$ cat config.mk
export PLATFORM = sky130hd
export DESIGN_NAME = mem_lock_arbiter
export DESIGN_NICKNAME = d
export VERILOG_FILES = /design/src/rtl/mem_lock_arbiter_pkg.sv /design/src/rtl/mem_lock_arbiter_age_pick.sv /design/src/rtl/mem_lock_arbiter.sv
export SDC_FILE = /design/constraint.sdc
export NUM_CORES = 1
export LEC_CHECK = 0
export BUFFER_PORTS_ARGS = -buffer_cell sky130_fd_sc_hd__buf_2
export CAP_MARGIN = 0
export CORE_AREA = 2 2 166 168
export CTS_BUF_LIST = sky130_fd_sc_hd__clkbuf_2 sky130_fd_sc_hd__clkbuf_4 sky130_fd_sc_hd__clkbuf_8
export DETAILED_ROUTE_END_ITERATION = 8
export DIE_AREA = 0 0 168 170
export PLACE_DENSITY = 0.48
export SLEW_MARGIN = 15
export SYNTH_ARGS = -nofsm -noshare
export SYNTH_HDL_FRONTEND = slang
export SYNTH_SLANG_ARGS = --single-unit
export TNS_END_PERCENT = 5
$ cat constraint.sdc
create_clock -name clk -period 6.27 [get_ports clk]
set_input_delay 0.3135 -clock clk [delete_from_list [all_inputs] [get_ports clk]]
set_output_delay 0.3135 -clock clk [all_outputs]
set_load 0.03 [all_outputs]
$ cat src/rtl/mem_lock_arbiter_pkg.sv
// Shared types and helpers for the data-memory lock/request responder.
//   mem_rpl_t   : per-requester control (req, issue id, release_lock)
//   mem_req_t   : per-requester memory access (addr, wdata, wen)
//   id_older()  : wrap-aware program-age comparison
//   idx_width() : index width for an N-entry selector (minimum 1)
package mem_lock_arbiter_pkg;

  localparam int unsigned ADDR_WIDTH   = 30;
  localparam int unsigned DATA_WIDTH   = 32;
  // Issue ids are carried zero-extended to this width; the age test masks
  // back down to the real id width, so the low bits of the difference decide.
  localparam int unsigned MAX_ID_WIDTH = 16;

  typedef enum logic {
    ST_FREE,
    ST_HELD
  } lock_state_e;

  typedef struct packed {
    logic                    req;
    logic [MAX_ID_WIDTH-1:0] req_issue_id;
    logic                    release_lock;
  } mem_rpl_t;

  typedef struct packed {
    logic [ADDR_WIDTH-1:0] addr;
    logic [DATA_WIDTH-1:0] wdata;
    logic                  wen;
  } mem_req_t;

  // a is older than b when the top id bit of (a - b) mod 2^width is set.
  function automatic logic id_older(input logic [MAX_ID_WIDTH-1:0] a,
                                    input logic [MAX_ID_WIDTH-1:0] b,
                                    input int unsigned             width);
    logic [MAX_ID_WIDTH-1:0] diff;
    diff = a - b;
    return (diff & (MAX_ID_WIDTH'(1) << (width - 1))) != '0;
  endfunction

  function automatic int unsigned idx_width(input int unsigned n);
    return (n > 1) ? $clog2(n) : 1;
  endfunction

endpackage

$ cat src/rtl/mem_lock_arbiter_age_pick.sv
// mem_age_pick: combinational oldest-requester selector.
//   req      : per-port request
//   issue_id : per-port issue id, packed NUM_PORTS x ID_WIDTH
//   valid    : at least one port requests
//   index    : oldest requesting port; equal ids resolve to the lower index
module mem_age_pick
  import mem_lock_arbiter_pkg::*;
#(
  parameter  int unsigned NUM_PORTS = 4,
  parameter  int unsigned ID_WIDTH  = 6,
  localparam int unsigned IDX_W     = idx_width(NUM_PORTS)
) (
  input  logic [NUM_PORTS-1:0]          req,
  input  logic [NUM_PORTS*ID_WIDTH-1:0] issue_id,
  output logic                          valid,
  output logic [IDX_W-1:0]              index
);

  logic [MAX_ID_WIDTH-1:0] best_id;
  logic [MAX_ID_WIDTH-1:0] cur_id;

  // Linear scan from port 0 upward; a later port only displaces the current
  // best when strictly older, which gives the lower-index tie-break.
  always_comb begin
    valid   = 1'b0;
    index   = '0;
    best_id = '0;
    cur_id  = '0;
    for (int unsigned i = 0; i < NUM_PORTS; i++) begin
      cur_id = MAX_ID_WIDTH'(issue_id[i*ID_WIDTH +: ID_WIDTH]);
      if (req[i] && (!valid || id_older(cur_id, best_id, ID_WIDTH))) begin
        valid   = 1'b1;
        index   = IDX_W'(i);
        best_id = cur_id;
      end
    end
  end

endmodule

$ cat src/rtl/mem_lock_arbiter.sv
// mem_lock_arbiter: responder for the Mem sub-SIC lock/request protocol.
// Grants the oldest requester (by issue id) combinationally, optionally holds
// a multi-cycle lock for that port until release_lock, and steers the granted
// port onto the single async-read data-memory port.
//   port_req/issue_id/release : per-port protocol controls
//   port_addr/wdata/wen       : per-port memory access
//   port_grant                : one-hot or zero grant
//   port_rdata                : dmem_rdata broadcast to all ports
//   dmem_addr/wdata/wen/rdata : data-memory port
//   locked                    : a lock is currently held
//   contention_cnt            : saturating count of cycles with >=2 requests
module mem_lock_arbiter
  import mem_lock_arbiter_pkg::*;
#(
  parameter int unsigned NUM_PORTS = 4,
  parameter int unsigned ID_WIDTH  = 6,
  parameter int unsigned CNT_WIDTH = 16
) (
  input  logic                            clk,
  input  logic                            rst_n,
  input  logic [NUM_PORTS-1:0]            port_req,
  input  logic [NUM_PORTS*ID_WIDTH-1:0]   port_issue_id,
  input  logic [NUM_PORTS-1:0]            port_release,
  input  logic [NUM_PORTS*ADDR_WIDTH-1:0] port_addr,
  input  logic [NUM_PORTS*DATA_WIDTH-1:0] port_wdata,
  input  logic [NUM_PORTS-1:0]            port_wen,
  output logic [NUM_PORTS-1:0]            port_grant,
  output logic [DATA_WIDTH-1:0]           port_rdata,
  output logic [ADDR_WIDTH-1:0]           dmem_addr,
  output logic [DATA_WIDTH-1:0]           dmem_wdata,
  output logic                            dmem_wen,
  input  logic [DATA_WIDTH-1:0]           dmem_rdata,
  output logic                            locked,
  output logic [CNT_WIDTH-1:0]            contention_cnt
);

  localparam int unsigned IDX_W = idx_width(NUM_PORTS);

  mem_rpl_t               rpl  [NUM_PORTS];
  mem_req_t               mreq [NUM_PORTS];

  lock_state_e            state_q, state_d;
  logic [IDX_W-1:0]       owner_q, owner_d;
  logic [CNT_WIDTH-1:0]   cnt_q, cnt_d;
  logic [NUM_PORTS-1:0]   grant;
  logic [IDX_W-1:0]       sel;
  logic                   pick_valid;
  logic [IDX_W-1:0]       pick_index;
  logic                   contention;

  always_comb begin
    for (int unsigned i = 0; i < NUM_PORTS; i++) begin
      rpl[i].req           = port_req[i];
      rpl[i].req_issue_id  = MAX_ID_WIDTH'(port_issue_id[i*ID_WIDTH +: ID_WIDTH]);
      rpl[i].release_lock  = port_release[i];
      mreq[i].addr         = port_addr[i*ADDR_WIDTH +: ADDR_WIDTH];
      mreq[i].wdata        = port_wdata[i*DATA_WIDTH +: DATA_WIDTH];
      mreq[i].wen          = port_wen[i];
    end
  end

  mem_age_pick #(
    .NUM_PORTS (NUM_PORTS),
    .ID_WIDTH  (ID_WIDTH)
  ) u_age_pick (
    .req      (port_req),
    .issue_id (port_issue_id),
    .valid    (pick_valid),
    .index    (pick_index)
  );

  always_comb begin
    state_d = state_q;
    owner_d = owner_q;
    grant   = '0;
    sel     = '0;
    unique case (state_q)
      ST_FREE: begin
        if (pick_valid) begin
          grant[pick_index] = 1'b1;
          sel               = pick_index;
          if (!rpl[pick_index].release_lock) begin
            state_d = ST_HELD;
            owner_d = pick_index;
          end
        end
      end
      ST_HELD: begin
        if (rpl[owner_q].req) begin
          grant[owner_q] = 1'b1;
          sel            = owner_q;
          if (rpl[owner_q].release_lock) state_d = ST_FREE;
        end else begin
          // Owner abort: drop the lock with no grant and no write.
          state_d = ST_FREE;
        end
      end
      default: state_d = ST_FREE;
    endcase
    // The state flops clear asynchronously, but in FREE the grant would still
    // follow port_req; gate it so nothing is granted or written while in reset.
    if (!rst_n) grant = '0;
  end

  assign contention = (port_req & (port_req - NUM_PORTS'(1))) != '0;

  always_comb begin
    cnt_d = cnt_q;
    if (contention && (cnt_q != '1)) cnt_d = cnt_q + CNT_WIDTH'(1);
  end

  always_ff @(posedge clk or negedge rst_n) begin
    if (!rst_n) begin
      state_q <= ST_FREE;
      owner_q <= '0;
      cnt_q   <= '0;
    end else begin
      state_q <= state_d;
      owner_q <= owner_d;
      cnt_q   <= cnt_d;
    end
  end

  assign port_grant     = grant;
  assign dmem_addr      = mreq[sel].addr;
  assign dmem_wdata     = mreq[sel].wdata;
  assign dmem_wen       = (|grant) & mreq[sel].wen;
  assign port_rdata     = dmem_rdata;
  assign locked         = (state_q == ST_HELD);
  assign contention_cnt = cnt_q;

endmodule

---- Word level (Yosys, flattened, before mapping) ----
Cells that the tools add are included.
storage, ports and cells
  bits in registers ....................... 19
  input port bits ......................... 318
  output and inout port bits .............. 116
  word-level logic and storage cells ...... 73
cells by class
  add/subtract/negate cells ............... 5
  order comparisons ....................... 7
  equality and inequality tests ........... 1
  mux-type cells .......................... 35
  bitwise gates (word level) .............. 7
  reduce and logical (&&, ||, !) cells .... 15
operator list
  kind                     count
  $bmux W63 S2             1
  $mux W63                 2
  $bmux W18 S2             2
  $mux W18                 2
  $mux W6                  3
  $sub A6 B6 Y6            3
  $add A16 B1 Y16 const B  1
  $ne A16 B16 Y1 const B   1
  $mux W1                  13
  $mux W4                  3
  $ge A3 B3 Y1 const B     3
  $not A2 Y3               3
  $mux W2                  4
  $pmux W4 S2              1
  $logic_and A1 B1 Y1      6
  $lt A2 B3 Y1 const B     2
  $and A4 B4 Y4            1
  $demux W1 S2             2
  $ge A2 B1 Y1 const B     2
  $pmux W2 S2              1
  $reduce_bool A4 Y1       1
  $reduce_or A4 Y1         1
  $sub A4 B1 Y4 const B    1
  $logic_not A1 Y1         3
  other kinds (5)          8

---- Logic depth before layout (Yosys ltp) ----
Gate-level depths: netlist (run 1).
  word-level depth ........................ 22
  depth in mapped cells ................... 32

---- Modules after synthesis ----
From an unflattened synthesis (run 1), not the netlist that was laid out.
second synthesis, totals
  cells, all modules ...................... 474
  area, all modules ....................... 4365.4 µm²
modules (own cells, without submodules)
  module            times used  cells each  area an instance (µm²)  sequential area each (µm²)
  mem_lock_arbiter  1           365         3557.2                  475.5
  mem_age_pick      1           109         808.3                   0.0

---- Worst setup path before layout (run 1) ----
Ideal clock, no wire load.
  path type ............................... input port to output port
  from .................................... in port_req[0]
  to ...................................... out dmem_addr[0]
  arrival ................................. 6.504 ns
  required time ........................... 5.957 ns
  slack ................................... -0.548 ns
  cell stages on the path ................. 31
  buffers on the path ..................... 5
  path through ............................ buf_2 buf_1 nand2_1 ha_1 nand4_2 o221ai_1 xnor2_1 nand2_1 nand2_1 a31oi_1 ha_1 nand2_1 o21a_1 a221oi_2 nor2_1 o21a_1 buf_2 mux2_2 ha_1 a21o_1 a21o_1 a21oi_1 and4b_1 inv_1 o31a_1 and4_1 nor4b_2 mux2_2 buf_2 buf_4 mux4_2
between the ends
  cells in the longest elaborated chain, start to end .. 19
ends and longest elaborated chain
  element                                            line                                                         source
  from (decl)                                        mem_lock_arbiter.sv:21                                       input logic [NUM_PORTS-1:0] port_req,
  $mux W6 or $mux W1 (tied branches)                 mem_lock_arbiter_age_pick.sv:31                              if (req[i] && (!valid || id_older(cur_id, best_id, ID_WIDTH))) begin
  $sub A6 B6 Y6 or $logic_not A1 Y1 (tied branches)  mem_lock_arbiter_pkg.sv:36, mem_lock_arbiter_age_pick.sv:31
  $logic_or A1 B1 Y1                                 mem_lock_arbiter_age_pick.sv:31
  $logic_and A1 B1 Y1                                mem_lock_arbiter_age_pick.sv:31
  $mux W6 or $mux W1 (tied branches)                 mem_lock_arbiter_age_pick.sv:31
  $sub A6 B6 Y6 or $logic_not A1 Y1 (tied branches)  mem_lock_arbiter_pkg.sv:36, mem_lock_arbiter_age_pick.sv:31
  $logic_or A1 B1 Y1                                 mem_lock_arbiter_age_pick.sv:31
  $logic_and A1 B1 Y1                                mem_lock_arbiter_age_pick.sv:31
  [2 not listed]                                     -
  $logic_or A1 B1 Y1                                 mem_lock_arbiter_age_pick.sv:31
  $logic_and A1 B1 Y1                                mem_lock_arbiter_age_pick.sv:31
  $mux W2 or $mux W1 (tied branches)                 mem_lock_arbiter_age_pick.sv:31
  $mux W2                                            mem_lock_arbiter.sv:79                                       if (pick_valid) begin
  $pmux W2 S2 *                                      mem_lock_arbiter.sv:77                                       unique case (state_q)
  $not A2 Y3 (not written as such) *                 mem_lock_arbiter.sv:125                                      assign dmem_addr = mreq[sel].addr;
  $bmux W63 S2 *                                     mem_lock_arbiter.sv:125
  $mux W63 * (2 in series)                           -
  to (decl)                                          mem_lock_arbiter.sv:29                                       output logic [ADDR_WIDTH-1:0] dmem_addr,
Mark *: on every way between the ends. The rest lies on a longest branch, timed or not. The select of a mux whose other input is x is not followed.

---- Final worst setup path (run 1) ----
  from .................................... in port_req[0]
  to ...................................... out dmem_wdata[23]
between the ends
  cells in the longest elaborated chain, start to end .. 19
ends and longest elaborated chain
  element                                            line                                                         source
  $mux W6 or $mux W1 (tied branches)                 mem_lock_arbiter_age_pick.sv:31
  $sub A6 B6 Y6 or $logic_not A1 Y1 (tied branches)  mem_lock_arbiter_pkg.sv:36, mem_lock_arbiter_age_pick.sv:31
  $logic_or A1 B1 Y1                                 mem_lock_arbiter_age_pick.sv:31
  $logic_and A1 B1 Y1                                mem_lock_arbiter_age_pick.sv:31
  $mux W6 or $mux W1 (tied branches)                 mem_lock_arbiter_age_pick.sv:31
  $sub A6 B6 Y6 or $logic_not A1 Y1 (tied branches)  mem_lock_arbiter_pkg.sv:36, mem_lock_arbiter_age_pick.sv:31
  $logic_or A1 B1 Y1                                 mem_lock_arbiter_age_pick.sv:31
  $logic_and A1 B1 Y1                                mem_lock_arbiter_age_pick.sv:31
  [2 not listed]                                     -
  $logic_or A1 B1 Y1                                 mem_lock_arbiter_age_pick.sv:31
  $logic_and A1 B1 Y1                                mem_lock_arbiter_age_pick.sv:31
  $mux W2 or $mux W1 (tied branches)                 mem_lock_arbiter_age_pick.sv:31
  $mux W2                                            mem_lock_arbiter.sv:79
  $pmux W2 S2 *                                      mem_lock_arbiter.sv:77
  $not A2 Y3 (not written as such) *                 mem_lock_arbiter.sv:126                                      assign dmem_wdata = mreq[sel].wdata;
  $bmux W63 S2 *                                     mem_lock_arbiter.sv:126
  $mux W63 * (2 in series)                           -
  to (decl)                                          mem_lock_arbiter.sv:30                                       output logic [DATA_WIDTH-1:0] dmem_wdata,
Marked as above.

==> results of run 1 <==
## worst max-delay path: cells and delay by family
family / cells / cell delay (ns)
AND/OR/NAND/NOR: 8 / 0.93
multiplexers: 2 / 0.87
buffers and inverters: 5 / 0.63
adder cells (fa/ha/maj): 3 / 0.70
AO/OA/AOI/OAI: 10 / 2.22
XOR/XNOR: 2 / 0.32
## where the power goes
group / internal, mW / switching [mW]
logic: 1.38 / 1.44
registers: 0.154 / 0.0475
clock network: 0.0495 / 0.0401
total: 1.58 / 1.52
## worst max-delay path by stage
stage | depth (start not counted) | startpoint | to | slack, ns
after global routing | 30 | port_req[0] | dmem_wdata[0] | -0.37
after detailed placement | 31 | port_req[0] | dmem_wdata[17] | -0.39
after CTS | 30 | port_req[0] | dmem_wdata[19] | -0.07
final | 30 | port_req[0] | dmem_wdata[23] | -0.04
after global placement | 31 | port_req[0] | dmem_wdata[12] | -0.32
after floorplan | 31 | port_req[0] | dmem_addr[0] | 0.02
## cell usage in the layout, fill, tap and decap left out, types with 3 or more instances in the layout
cell / netlist / final
a21o_1: 3 / 3
a21oi_1: 10 / 7
a21oi_2: 2 / 3
a31oi_4: 0 / 4
a32oi_1: 3 / 3
and3_1: 8 / 3
and3_4: 0 / 5
buf_12: 0 / 10
buf_2: 3 / 315
buf_4: 38 / 57
buf_6: 7 / 53
clkbuf_8: 0 / 3
dfrtp_1: 19 / 19
ha_1: 13 / 4
ha_4: 0 / 8
inv_1: 12 / 12
mux2_2: 6 / 4
mux2i_1: 6 / 6
mux4_2: 64 / 64
nand2_1: 34 / 25
nand2_2: 0 / 4
nand2_4: 0 / 5
nand3_1: 3 / 3
nand4_1: 6 / 6
nor2_1: 22 / 20
nor3_1: 6 / 6
o21a_1: 5 / 4
o21ai_0: 10 / 9
or2_2: 3 / 3
xnor2_1: 12 / 11
xor2_1: 5 / 4
## layer usage
metal  GRT usage [%]  routed length (um)  vias to the layer above
li1                -                   -                     2117
met1            15.5                8010                     2268
met2            24.0               10500                      234
met3            4.21                1920                       10
met4           0.945                 109                        2
met5               0                  13                        -
## cell type report
type | instances | area, sq um | share of cell area [%]
inverters | 12 | 45.0 | 0.644
repair buffers | 439 | 2880 | 41.2
clock buffers | 4 | 48.8 | 0.698
flip-flops and latches | 19 | 475 | 6.80
multi-input cells | 261 | 3120 | 44.5
well taps | 341 | 427 | 6.10
## kinds of logic after synthesis
family	synth area share, %
compound gates	11.5
xor+xnor	4.02
fa+ha+maj	4.39
buf+inv	12.0
flops	12.8
mux	42.4
simple gates	12.9
## sequential cells by signal, summed over array words and instances (netlist names)
name	count
contention_cnt	16
owner_q	2
locked	1
## per-stage QoR
stage	hold WS (ns)	total power, mW	setup TNS [ns]
after floorplan	0.0179	1.93	0
after global placement	0.305	2.55	-13.67
after detailed placement	0.298	2.56	-19.23
after global routing	0.0379	3.29	-19.62
final	0.0118	3.11	-0.262
after CTS	0.0207	3.11	-1.06
## timing repair
action	CTS	global route
setup endpoints to repair	63	65
resized for setup	125	28
pin swaps	22	22
setup buffers	11	10
gates cloned	2	1
hold buffers	0	0
==> results.json, run 1 <==
{
  "status": "complete, but fails checks",
  "violations": "negative setup slack",
  "cts-root-buf": "clkbuf_8",
  "grt_max_degree": 22,
  "timing.rr.end": "contention_cnt[15]",
  "cts_buffers": 3,
  "clockBufferDepth": 2,
  "htree_levels": 1,
  "dieHeight_um": 170,
  "post-synth-top-count-cell": "mux4_2",
  "wl_per_cell_um": 19.1,
  "placed_area_sq_um": 6110,
  "synthFlopType": "dfrtp_1",
  "cts_tree": "yes",
  "initial_core_util_pct": 13.9,
  "peakVddDrop_v": 0.000197,
  "fillCellCount": 2860,
  "synth_area_leaders": "mux4_2 39%, dfrtp_1 13%, buf_4 7.7%, ha_1 4.4%, nand2_1 3.4%",
  "synth_seq_cells": 19,
  "clk_pin_slew_ns": 0.07,
  "p_leak_nw": 3.33,
  "first_iter_violations": 236,
  "dr.pass1.iters": 4,
  "timing.critical_path.slowest_stage_cell": "mux4_2",
  "stdcell_count": 1076,
  "placed_cells": 1049,
  "slew_headroom_pct": 54.0,
  "min_period_ns": 6.31,
  "holdCritPathClass": "primary input to asynchronous set/reset pin",
  "finalHoldViolCount": 0,
  "power_density_nw_per_um2": 444,
  "async_reset_ff_share_pct": 100,
  "max_freq_ghz": 0.159,
  "fp.coreArea_sq_um": 26700,
  "r2r_cells": 7,
  "die_w_um": 168,
  "setup_ws_ns": -0.0379,
  "grt_overflow": 0,
  "cp.required_ns": 5.96,
  "clock_latency_ns": 0.25,
  "utilization_pct": 26.2,
  "reg2reg_slack_ns": 3.56,
  "yosys-top-cells-count": "64 x mux4_2, 38 x buf_4, 34 x nand2_1",
  "synth_area_per_cell_sq_um": 10.7,
  "synth-edff-count": 0,
  "critPathMaxStageDelay_ns": 0.55,
  "yosysTopAreaCell": "mux4_2",
  "drive_gt1_share_pct": 76.2,
  "finalNetCount": 1067,
  "critPathMaxFanout": 9,
  "portBuffers": 369,
  "hpwl_mm": 17.7,
  "setup_viol": 19,
  "die_area_sq_um": 28600,
  "grt_pass1_vias": 4701,
  "pre_cts_ws_ns": -0.390,
  "path_class": "primary input to output pin",
  "antenna_found_initial": 4,
  "cts.sinks": 19,
  "grt_pass1_wl_mm": 28.3,
  "fin_crit_sh_pct": 101,
  "synth.yosys.seq_area_share_pct": 12.8,
  "rows": 60,
  "syn-cell-area_sq_um": 3700,
  "end_kind": "output pin",
  "drt_wl_total_mm": 20.5,
  "vias": 4631,
  "ioPinCount": 434,
  "avgViaCountPerCell": 4.30,
  "diodes": 0,
  "routabilityCongestion": 0.754,
  "rsz0062_at_grt": "yes",
  "finish.instance_area_sq_um": 7000,
  "syn-instance-count": 345,
  "slew_viol_final": 0,
  "cp-start-kind": "primary input",
  "tightest_slew_ns": 0.684,
  "drv_cap": 0,
  "synth_top_area_share_pct": 38.9,
  "drc": 0,
  "r2r_start": "contention_cnt[7]",
  "grtUsageTotal_pct": 13.1,
  "fin_skew_ns": 0.00163,
  "area_growth_pct": 88.9,
  "ys_warn_count": 0,
  "cp.arrival_ns": 5.99,
  "syn-num-nets": 676,
  "synth_cell_types": 55,
  "detail-route-antenna-nets": 0
}
No activity file was read; power rests on OpenSTA's default activity.
==> run 2: changes to the inputs <==
Settings changed: CORE_AREA 2 2 166 168 to 2 2 169 171, CTS_BUF_LIST sky130_fd_sc_hd__clkbuf_2 sky130_fd_sc_hd__clkbuf_4 sky130_fd_sc_hd__clkbuf_8 to sky130_fd_sc_hd__clkbuf_16, DIE_AREA 0 0 168 170 to 0 0 171 173, PLACE_DENSITY 0.48 to 0.46.
==> run 2 against run 1 <==
Compared with the run above:
- maximum frequency decreased by 0.47%
- non-clock buffer count decreased by 13
- die area increased by 3.6%
- critical endpoint is now dmem_wen
- the run still ends with negative setup slack left
- clock skew increased by 0.0037 ns
- wire length about the same
- sequential share of layout area increased by 0.17 points
- clock power increased by 50%
- core utilization decreased by 1.5 points
- design area decreased by 2.4%
==> results.json, run 2 (synthesized netlist as in run 1, its figures left out) <==
{
  "finalHoldViolCount": 0,
  "portBuffers": 369,
  "ioPinCount": 434,
  "slew_headroom_pct": 54.0,
  "cts_buffers": 3,
  "critPathMaxStageDelay_ns": 0.49,
  "min_period_ns": 6.34,
  "finalNetCount": 1054,
  "setup_ws_ns": -0.0675,
  "routabilityCongestion": 0.842,
  "drc": 0,
  "die_area_sq_um": 29600,
  "power_density_nw_per_um2": 433,
  "tightest_slew_ns": 0.685,
  "end_kind": "output pin",
  "holdCritPathClass": "primary input to asynchronous set/reset pin",
  "setup-tns-final_ns": -0.954,
  "pre_cts_ws_ns": -0.385,
  "rows": 61,
  "initial_core_util_pct": 13.4,
  "dr.pass1.iters": 4,
  "vias": 4582,
  "cts.sinks": 19,
  "critPathMaxFanout": 6,
  "setup_viol": 39,
  "finish.instance_area_sq_um": 6830,
  "crit_path_start": "port_req[0]",
  "status": "complete, but fails checks",
  "fp.coreArea_sq_um": 27600,
  "max_freq_ghz": 0.158,
  "total_power_mw": 2.96,
  "multiInputGateArea_sq_um": 3110,
  "drive_gt1_share_pct": 75.3,
  "hpwl_mm": 17.7,
  "regArea_sq_um": 475,
  "r2r_start": "contention_cnt[7]",
  "htree_levels": 1,
  "grt_overflow": 0,
  "placed_cells": 1082,
  "timing.hold.ws_ns": 0.0186,
  "final_common_cell": "buf_2",
  "cts-root-buf": "clkbuf_16",
  "area_growth_pct": 84.4,
  "drv_cap": 0,
  "final_cell_mix": "337 x buf_2, 64 x mux4_2, 47 x buf_4",
  "reg2reg_slack_ns": 3.58,
  "fin_crit_sh_pct": 101,
  "rsz0062_at_grt": "yes",
  "dieHeight_um": 173,
  "peakVddDrop_v": 0.000232,
  "path_class": "primary input to output pin",
  "violations": "negative setup slack",
  "cp-start-kind": "primary input",
  "clk_pin_slew_ns": 0.06,
  "fin_skew_ns": 0.00537,
  "cts_tree": "yes",
  "p_leak_nw": 3.23,
  "first_iter_violations": 216,
  "grt_max_degree": 25,
  "fillCellCount": 3044,
  "antenna_found_initial": 4,
  "utilization_pct": 24.7,
  "cp.arrival_ns": 6.02,
  "slew_viol_final": 0,
  "avgViaCountPerCell": 4.16,
  "grt_pass1_wl_mm": 28.3,
  "drt_wl_total_mm": 20.5,
  "grt_pass1_vias": 4747,
  "timing.critical_path.slowest_stage_cell": "mux4_2",
  "cp.required_ns": 5.96,
  "placed_area_sq_um": 6120,
  "die_w_um": 171,
  "cts_hold_buffers": 0,
  "clockBufferDepth": 2,
  "largest_reg_flops": 16,
  "clock_latency_ns": 0.25,
  "grtUsageTotal_pct": 12.5,
  "stdcell_count": 1102,
  "detail-route-antenna-nets": 0,
  "wl_per_cell_um": 18.6
}
run 2: cell count changes in the layout (fill, tap and decap cells not counted), sizes merged:
cell,change
buf,-14
clkinvlp,+1
diode,+2
run 2: worst max-delay path, delay by kind of cell:
| family | cells | cell delay (ns) |
|---|---|---|
| compound gates | 10 | 2.14 |
| simple gates | 9 | 1.08 |
| buf+inv | 4 | 0.53 |
| xor+xnor | 2 | 0.33 |
| mux | 2 | 0.81 |
| fa+ha+maj | 3 | 0.82 |
run 2: layer usage:
layer  track usage [%]  part of all wire, %  up-vias
met1              14.6                   39     2232
met2              23.0                   51      239
li1                  -                    -     2097
met5                 0                0.054        -
met4              1.17                 0.77        2
met3              3.91                  9.0       12
run 2: path summary, 6_finish.rpt:
check / end / cells after the start
worst min register to register: contention_cnt[6] / 1
max in group asynchronous: owner_q[0] / 1
worst max register to register: contention_cnt[15] / 7
worst max-delay path: dmem_wen / 30
worst min-delay path: contention_cnt[11] / 1
min in group clk: contention_cnt[6] / 1
run 2: repair_timing:
action	4_1_cts	5_1_grt
endpoints found under the setup margin	63	65
gates cloned	1	2
gates resized for setup	37	69
buffers inserted	3	8
endpoints found under the hold margin	0	0
pin swaps	5	11
run 2: report_power, final:
group,internal (mW),leakage [nW],total (mW),switching (mW)
Sequential,0.155,0.243,0.203,0.0483
Combinational,1.23,2.95,2.62,1.39
Clock,0.0862,0.0371,0.134,0.0481
Total,1.47,3.23,2.96,1.49
run 2: final cells by class:
type | instances | area share (%)
clock inverter | 1 | 0.110
clock buffer | 3 | 1.10
inverter | 12 | 0.660
sequential | 19 | 6.96
tap | 378 | 6.93
multi-input combinational | 261 | 45.6
timing repair buffer | 426 | 38.6
antenna | 2 | 0.0733
